<file path="config.mk">
export PLATFORM = sky130hd
export DESIGN_NAME = incdec_seq
export DESIGN_NICKNAME = d
export VERILOG_FILES = /design/src/rtl/incdec_pkg.sv /design/src/rtl/incdec_slice.sv /design/src/rtl/incdec_seq.sv
export SDC_FILE = /design/constraint.sdc
export NUM_CORES = 1
export LEC_CHECK = 0
export CAP_MARGIN = 25
export CORE_UTILIZATION = 53
export CTS_CLUSTER_DIAMETER = 30
export DETAILED_ROUTE_END_ITERATION = 12
export GPL_TIMING_DRIVEN = 0
export PLACE_DENSITY = 0.95
export SLEW_MARGIN = 20
export SYNTH_ARGS = -nofsm -noshare
export SYNTH_HDL_FRONTEND = slang
export SYNTH_HIERARCHICAL = 1
export SYNTH_SLANG_ARGS = --single-unit
</file>
<file path="constraint.sdc">
create_clock -name iClk -period 6.7 [get_ports iClk]
set_input_delay 1.34 -clock iClk [delete_from_list [all_inputs] [get_ports iClk]]
set_output_delay 1.34 -clock iClk [all_outputs]
set_load 0.05 [all_outputs]
</file>
<file path="src/rtl/incdec_pkg.sv">
// Shared encodings for the byte-serial increment/decrement unit:
// FSM states, op select and flag bit positions.
package incdec_pkg;

    localparam logic [1:0] ST_IDLE = 2'd0;
    localparam logic [1:0] ST_RUN  = 2'd1;
    localparam logic [1:0] ST_DONE = 2'd2;

    localparam logic OP_INC = 1'b1;
    localparam logic OP_DEC = 1'b0;

    localparam int FLAG_S  = 3;
    localparam int FLAG_Z  = 2;
    localparam int FLAG_AC = 1;
    localparam int FLAG_P  = 0;

endpackage

</file>
<file path="src/rtl/incdec_slice.sv">
// One byte slice of the incrementer/decrementer: oR = iA +/- iCin,
// oCout is the carry (inc) or borrow (dec) out of the slice.
module incdec_slice
    import incdec_pkg::*;
#(
    parameter int DATASIZE = 8
) (
    input  logic                incdec_op,
    input  logic [DATASIZE-1:0] iA,
    input  logic                iCin,
    output logic [DATASIZE-1:0] oR,
    output logic                oCout
);

    logic [DATASIZE:0] sum;

    // The extra top bit of the widened sum/difference is the carry or borrow.
    always_comb begin
        if (incdec_op == OP_INC) begin
            sum = {1'b0, iA} + {{DATASIZE{1'b0}}, iCin};
        end else begin
            sum = {1'b0, iA} - {{DATASIZE{1'b0}}, iCin};
        end
        oR    = sum[DATASIZE-1:0];
        oCout = sum[DATASIZE];
    end

endmodule

</file>
<file path="src/rtl/incdec_seq.sv">
// Byte-serial INR/DCR/INX/DCX unit: walks one slice up from the low byte
// and stops as soon as no carry/borrow remains.
module incdec_seq
    import incdec_pkg::*;
#(
    parameter int DATASIZE = 8,
    parameter int NBYTES   = 2
) (
    input  logic                       iClk,
    input  logic                       iRst,
    input  logic                       iStart,
    input  logic                       incdec_op,
    input  logic                       iWide,
    input  logic [NBYTES*DATASIZE-1:0] iA,
    output logic [NBYTES*DATASIZE-1:0] oR,
    output logic                       oBusy,
    output logic                       oDone,
    output logic [3:0]                 oFlags,
    output logic                       oK
);

    localparam int W  = NBYTES * DATASIZE;
    localparam int KW = (NBYTES > 1) ? $clog2(NBYTES) : 1;
    localparam logic [KW-1:0] LAST_K = KW'(NBYTES - 1);

    logic [1:0]          state_p1;
    logic [W-1:0]        opr_p1;
    logic [KW-1:0]       idx_p1;
    logic                cy_p1;
    logic                op_p1;
    logic                wide_p1;
    logic [3:0]          flags_p1;
    logic                k_p1;

    logic [DATASIZE-1:0] cur_byte;
    logic [DATASIZE-1:0] new_byte;
    logic                cout;
    logic                is_last;
    logic                finish;

    function automatic logic [3:0] narrow_flags(input logic op,
                                                input logic [DATASIZE-1:0] a,
                                                input logic [DATASIZE-1:0] r);
        logic [3:0] f;
        f[FLAG_S]  = r[DATASIZE-1];
        f[FLAG_Z]  = (r == '0);
        f[FLAG_AC] = (op == OP_INC) ? (a[3:0] == 4'hF) : (a[3:0] != 4'h0);
        f[FLAG_P]  = ~^r;
        return f;
    endfunction

    // Select the byte currently being stepped; unprocessed bytes stay as latched.
    always_comb begin
        cur_byte = '0;
        for (int i = 0; i < NBYTES; i++) begin
            if (idx_p1 == i[KW-1:0]) begin
                cur_byte = opr_p1[i*DATASIZE +: DATASIZE];
            end
        end
    end

    incdec_slice #(
        .DATASIZE(DATASIZE)
    ) u_slice (
        .incdec_op(op_p1),
        .iA       (cur_byte),
        .iCin     (cy_p1),
        .oR       (new_byte),
        .oCout    (cout)
    );

    assign is_last = !wide_p1 || (idx_p1 == LAST_K);
    assign finish  = !cout || is_last;

    always_ff @(posedge iClk or posedge iRst) begin
        if (iRst) begin
            state_p1 <= ST_IDLE;
            opr_p1   <= '0;
            idx_p1   <= '0;
            cy_p1    <= 1'b0;
            op_p1    <= OP_DEC;
            wide_p1  <= 1'b0;
            flags_p1 <= '0;
            k_p1     <= 1'b0;
        end else begin
            case (state_p1)
                ST_IDLE: begin
                    if (iStart) begin
                        opr_p1   <= iA;
                        op_p1    <= incdec_op;
                        wide_p1  <= iWide;
                        idx_p1   <= '0;
                        cy_p1    <= 1'b1;
                        state_p1 <= ST_RUN;
                    end
                end
                ST_RUN: begin
                    for (int i = 0; i < NBYTES; i++) begin
                        if (idx_p1 == i[KW-1:0]) begin
                            opr_p1[i*DATASIZE +: DATASIZE] <= new_byte;
                        end
                    end
                    cy_p1  <= cout;
                    idx_p1 <= idx_p1 + 1'b1;
                    if (!wide_p1) begin
                        flags_p1 <= narrow_flags(op_p1, cur_byte, new_byte);
                    end else if (finish) begin
                        // Wrap only when the carry/borrow ripples out of the top byte.
                        k_p1 <= cout && is_last;
                    end
                    if (finish) begin
                        state_p1 <= ST_DONE;
                    end
                end
                ST_DONE: begin
                    state_p1 <= ST_IDLE;
                end
                default: begin
                    state_p1 <= ST_IDLE;
                end
            endcase
        end
    end

    assign oR     = opr_p1;
    assign oBusy  = (state_p1 == ST_RUN);
    assign oDone  = (state_p1 == ST_DONE);
    assign oFlags = flags_p1;
    assign oK     = k_p1;

endmodule
</file>
## Yosys cells after proc, flatten, opt, wreduce, memory -nomap -nowiden

Cells that the tools add are included.

- RAM bits: 0
- Memories: 0
- Memory bits (read-only): 0
- Bits in latches: 0
- Register bits: 27

- Multiplexer cells: 14
- Div/mod/pow operators: 0
- Order comparisons: 0
- Equality and inequality tests: 7
- Multiply operators: 0
- Reductions and logical operators: 17
- $add $sub $neg: 3
- Bitwise logic cells: 1
- Shift-type cells: 0

Operators by type and width:

| cell | count |
|---|---|
| $pmux 16 s2 | 1 |
| $mux 8 | 3 |
| $mux 16 | 1 |
| $add 8x1->9 | 1 |
| $mux 9 | 1 |
| $reduce_and 3->1 | 3 |
| $sub 8x1->9 | 1 |
| $logic_not 8->1 | 1 |
| $reduce_and 2->1 | 4 |
| $reduce_xnor 8->1 | 1 |
| $eq 4x4->1 const B | 1 |
| $mux 2 | 2 |
| $ne 2x1->1 const B | 2 |
| $ne 2x2->1 const B | 2 |
| $pmux 1 s2 | 2 |
| $pmux 2 s2 | 1 |
| $reduce_bool 4->1 | 1 |
| $mux 1 | 3 |
| $eq 2x1->1 const B | 1 |
| $eq 2x2->1 const B | 1 |
| $logic_not 1->1 | 2 |
| $logic_not 2->1 | 1 |
| $logic_or 1x1->1 | 2 |
| $reduce_bool 2->1 | 1 |
| 3 further kinds | 3 |

## Longest topological paths before layout

- Depth in word-level cells: 7
- Mapped depth: 13
- Gate-level depth less buffers: 12

## Cells and area by module

Netlist, hierarchy kept.

Modules (own cells, without submodules):

| module | area each (um2) | times used | cells each | seq. area each (um2) |
|---|---|---|---|---|
| incdec_seq | 1,466.4 | 1 | 159 | 675.6 |
| incdec_slice | 257.7 | 1 | 36 | 0.0 |

## Worst setup path before layout

OpenSTA, ideal clock, no wires.

- Kind: register to register
- Start: reg opr_p1[1] (netlist: oR[1])
- End: reg flags_p1[0] (netlist: oFlags[0])
- Stages on the path, launching flop included: 13
- Setup slack: 3.770 ns
- Period minus slack after synthesis: 2.930 ns
- Setup time: 0.127 ns
- Required time: 6.573 ns
- Arrival time: 2.803 ns
- Path buffers: 0
- Cell sequence: dfrtp_1 -> inv_1 -> o21ai_0 -> xnor2_1 -> ha_1 -> or2_2 -> o22ai_1 -> xor2_1 -> inv_1 -> ha_1 -> xor2_1 -> xnor2_1 -> o21ai_0

- Longest elaborated chain between the ends: 4
- Elaborated cells between the ends (all ways): 5
- Classes of those cells: add/sub: 2; mux: 2; reduce/logical: 1

Ends and longest elaborated chain:

| what | RTL line | text |
|---|---|---|
| start, declared | incdec_seq.sv:27 | `logic [W-1:0] opr_p1;` |
| start signal, assigned | incdec_seq.sv:89 | `opr_p1 <= iA;` |
| start signal, assigned by index | incdec_seq.sv:100 | `opr_p1[i*DATASIZE +: DATASIZE] <= new_byte;` |
| $mux 8 * | incdec_seq.sv:56 | `if (idx_p1 == i[KW-1:0]) begin` |
| net cur_byte[1] | incdec_seq.sv:35 | `logic [DATASIZE-1:0] cur_byte;` |
| $sub 8x1->9 / $add 8x1->9 (equally long branches) | incdec_slice.sv:22, incdec_slice.sv:20 |  |
| $mux 9 * | incdec_slice.sv:19 | `if (incdec_op == OP_INC) begin` |
| net new_byte[6] | incdec_seq.sv:36 | `logic [DATASIZE-1:0] new_byte;` |
| $reduce_xnor 8->1 * | incdec_seq.sv:48 | `f[FLAG_P] = ~^r;` |
| end signal, assigned | incdec_seq.sv:106 | `flags_p1 <= narrow_flags(op_p1, cur_byte, new_byte);` |
| end, declared | incdec_seq.sv:32 | `logic [3:0] flags_p1;` |

Mark *: on every way through the listed nets, which the timed path passes. The rest lies on a longest branch.
A chain may end at the register's enable or synchronous reset.

## Worst setup path in the final report

- Start: reg idx_p1
- End: reg flags_p1[0] (netlist: oFlags[0])

- Longest elaborated chain between the ends: 4
- Elaborated cells between the ends (all ways): 5
- Classes of those cells: add/sub: 2; mux: 2; reduce/logical: 1

Ends and longest elaborated chain:

| what | RTL line | text |
|---|---|---|
| start, declared | incdec_seq.sv:28 | `logic [KW-1:0] idx_p1;` |
| start signal, assigned | incdec_seq.sv:104 | `idx_p1 <= idx_p1 + 1'b1;` |
| $mux 8 * | incdec_seq.sv:56 |  |
| net cur_byte[1] | incdec_seq.sv:35 |  |
| $sub 8x1->9 / $add 8x1->9 (equally long branches) | incdec_slice.sv:22, incdec_slice.sv:20 |  |
| $mux 9 * | incdec_slice.sv:19 |  |
| net new_byte[6] | incdec_seq.sv:36 |  |
| $reduce_xnor 8->1 * | incdec_seq.sv:48 |  |

Marked as above.

==> flow_metrics.tcl <==
set metrics [dict create \
    postSynthCellCount 195 \
    grt_pass1_wl_um 7290 \
    synth_fa_ha_area_share_pct 4.35 \
    cp_num_buf_inv 3 \
    synth_compound_area_share_pct 18.8 \
    synth_top_area_share_pct 39.2 \
    worstSetupStartpointType "flop" \
    core_um2 3080 \
    synth_largest_area_cell "dfrtp_1" \
    clockBufferDepth 2 \
    fin_skew_ns 0.00616 \
    die_w_um 59.0 \
    grt.overflow.total 0 \
    drive_above_1_share_pct 12.3 \
    nets 271 \
    worst_slew_pin_slew_ns 0.614 \
    path_delay_family "compound AO/OA/AOI/OAI gates" \
    synthXorXnorAreaFrac_pct 5.08 \
    synthesis.area_um2 1720 \
    synthSimpleGateAreaFrac_pct 19.7 \
    ys_dominant_reg_cell "dfrtp_1" \
    rows 20 \
    setup.worst_path.end_class "flop" \
    async_flop_share_pct 100 \
    cts_resized 0 \
    crit_required_ns 6.93 \
    worstPathCellList "buf_6, buf_2, o21ai_0, xnor2_1, ha_1, or2_2, o22ai_1, xor2_1, inv_1, ha_1, xor2_1, xnor2_1, o21ai_0" \
    tns_ns 0 \
    seq_area_frac_synth_pct 39.2 \
    setup_viol 0 \
    wl_um 4300 \
    grt_max_degree 28 \
    clock_latency_ns 0.33 \
    muxShareOfSynthArea_pct 5.88 \
    start_util_pct 56.0 \
    syn_nets 222 \
    synth_edf_count 0 \
    grt_pass1_vias 1581 \
    cp_max_fo 10 \
    syn_avg_cell_area_um2 8.84 \
    cts_setup_buffers 0 \
    min_period_ns 3.39 \
    die_h_um 59.0 \
    antenna_left 0 \
    drt_iter0_drc 73 \
    cts_tree "done" \
    whs_ns 0.493 \
    synth_seq_cells 27 \
    maxCapViolCount 0 \
    worst_ep_arrival_time_ns 3.62 \
    place_congestion 0.902 \
    place.detailed.hpwl_um 3220 \
    numPortBuffers 43 \
    synth_top_family_by_area "simple AND/OR/NAND/NOR gates" \
    status "completed" \
    cts-root-buf "clkbuf_4" \
    drv_slew 0 \
    vias 1614 \
    n_antenna_cell 0 \
    pin_count 44 \
    crit_path_top_delay_cell "o21ai_0" \
    cts_sinks 27 \
    ys_types 34 \
    cts_buffers 3 \
    path_class "flop to flop" \
    final_util_pct 73.2 \
    finalCritPeriodShare_pct 50.5 \
    fmax_ghz 0.295 \
    finalHoldViolations 0 \
    route.detailed.drc 0 \
    grt_setup_unrepaired "false" \
    h-tree-depth 1 \
    via_per_inst 5.62 \
    yosysMostFrequentCell "a21oi_1" \
    track_usage_pct 28.1 \
    first_pass_iters 4 \
    hold_class "flop to flop" \
    yosys-top-cells-count "29 x a21oi_1, 27 x dfrtp_1, 24 x nor2_1" \
    synth_area_leaders "dfrtp_1 39%, a21oi_1 8.4%, mux2_2 5.9%" \
    die_area_um2 3490 \
    clk_pin_slew_ns 0.15 \
    area_growth_pct 30.6 \
    slew_headroom_pct 58.6 \
    antenna_found_initial 0 \
    critical_path.max_stage_delay_ns 0.52 \
    hold_buffers 0 \
    wl_per_cell_um 15.0 \
    synth_warnings 6 \
]
## worst paths after layout
| kind | startpoint | to | slack (ns) | depth (start not counted) |
|---|---|---|---|---|
| min | oFlags[0] | oFlags[0] | 0.49 | 2 |
| max in group asynchronous | iRst | oR[4] | 5.10 | 3 |
| max | idx_p1 | oFlags[0] | 3.31 | 13 |
| min in group asynchronous | iRst | oFlags[0] | 1.20 | 2 |
| max reg2reg | idx_p1 | oFlags[0] | 3.31 | 13 |
| min reg2reg | oFlags[0] | oFlags[0] | 0.49 | 2 |
## layout make-up
type / count / area [um^2]
clock inverters: 1 / 5.00
clock buffers: 3 / 22.5
fillers: 226 / 826
flip-flops and latches: 27 / 676
repair buffers: 44 / 445
plain buffers: 8 / 70.1
multi-input cells: 148 / 928
inverters: 12 / 50.0
well taps: 44 / 55.1
## per-stage QoR
stage	cell area [um^2]	instances	worst slack, ns
finish	2250	287	3.31
global route	2250	287	3.20
floorplan	1720	195	3.77
CTS	2240	286	3.31
detailed placement	2210	282	3.42
global placement	2210	282	3.57
## logic make-up after synthesis
logic type	count (synthesis)
AOI/OAI and AO/OA	57
xor gates and xnor gates	10
adders and majority gates	6
buffers and inverters	20
DFF	27
muxes	9
and+or+nand+nor	66
## flip-flops by register name, summed over array words and instances (netlist names)
name	cells
cy_p1	1
op_p1	1
wide_p1	1
oK	1
oR	16
idx_p1	1
state_p1	2
oFlags	4
## tightest hold or removal path: cells and delay by family, from the launching register on
| family | cells | cell delay, ns |
|---|---|---|
| simple gates | 1 | 0.04 |
| flops | 1 | 0.37 |
| compound gates | 1 | 0.05 |
## layout by cell type (no fill, tap or decap), drive strengths merged
cell type / instances
a21oi: 30
a2111oi: 1
or4: 3
mux2: 9
o21ai: 16
and4b: 1
o31ai: 1
clkbuf: 3
or2: 1
o22ai: 3
or4b: 1
xnor2: 6
nor4b: 1
buf: 9
or3: 2
xor2: 4
nand4: 2
clkdlybuf4s50: 43
nand2b: 5
nor3: 3
nand3: 2
nor2b: 2
clkinv: 3
dfrtp: 27
inv: 10
nor2: 24
a31oi: 2
a21o: 3
nand2: 19
ha: 6
a22oi: 1
## metal layers
| metal | routed length (um) | part of all wire [%] | track usage (%) | vias up |
|---|---|---|---|---|
| met5 | 0 | 0 | 0 | - |
| met4 | 102 | 2.4 | 12.2 | 0 |
| met3 | 265 | 6.2 | 3.49 | 12 |
| met2 | 2140 | 50 | 46.1 | 86 |
| met1 | 1790 | 42 | 37.3 | 745 |
| li1 | - | - | - | 771 |
Power is not shown: default switching activity piles up to over one toggle a cycle in this logic, so the estimate is an artifact.
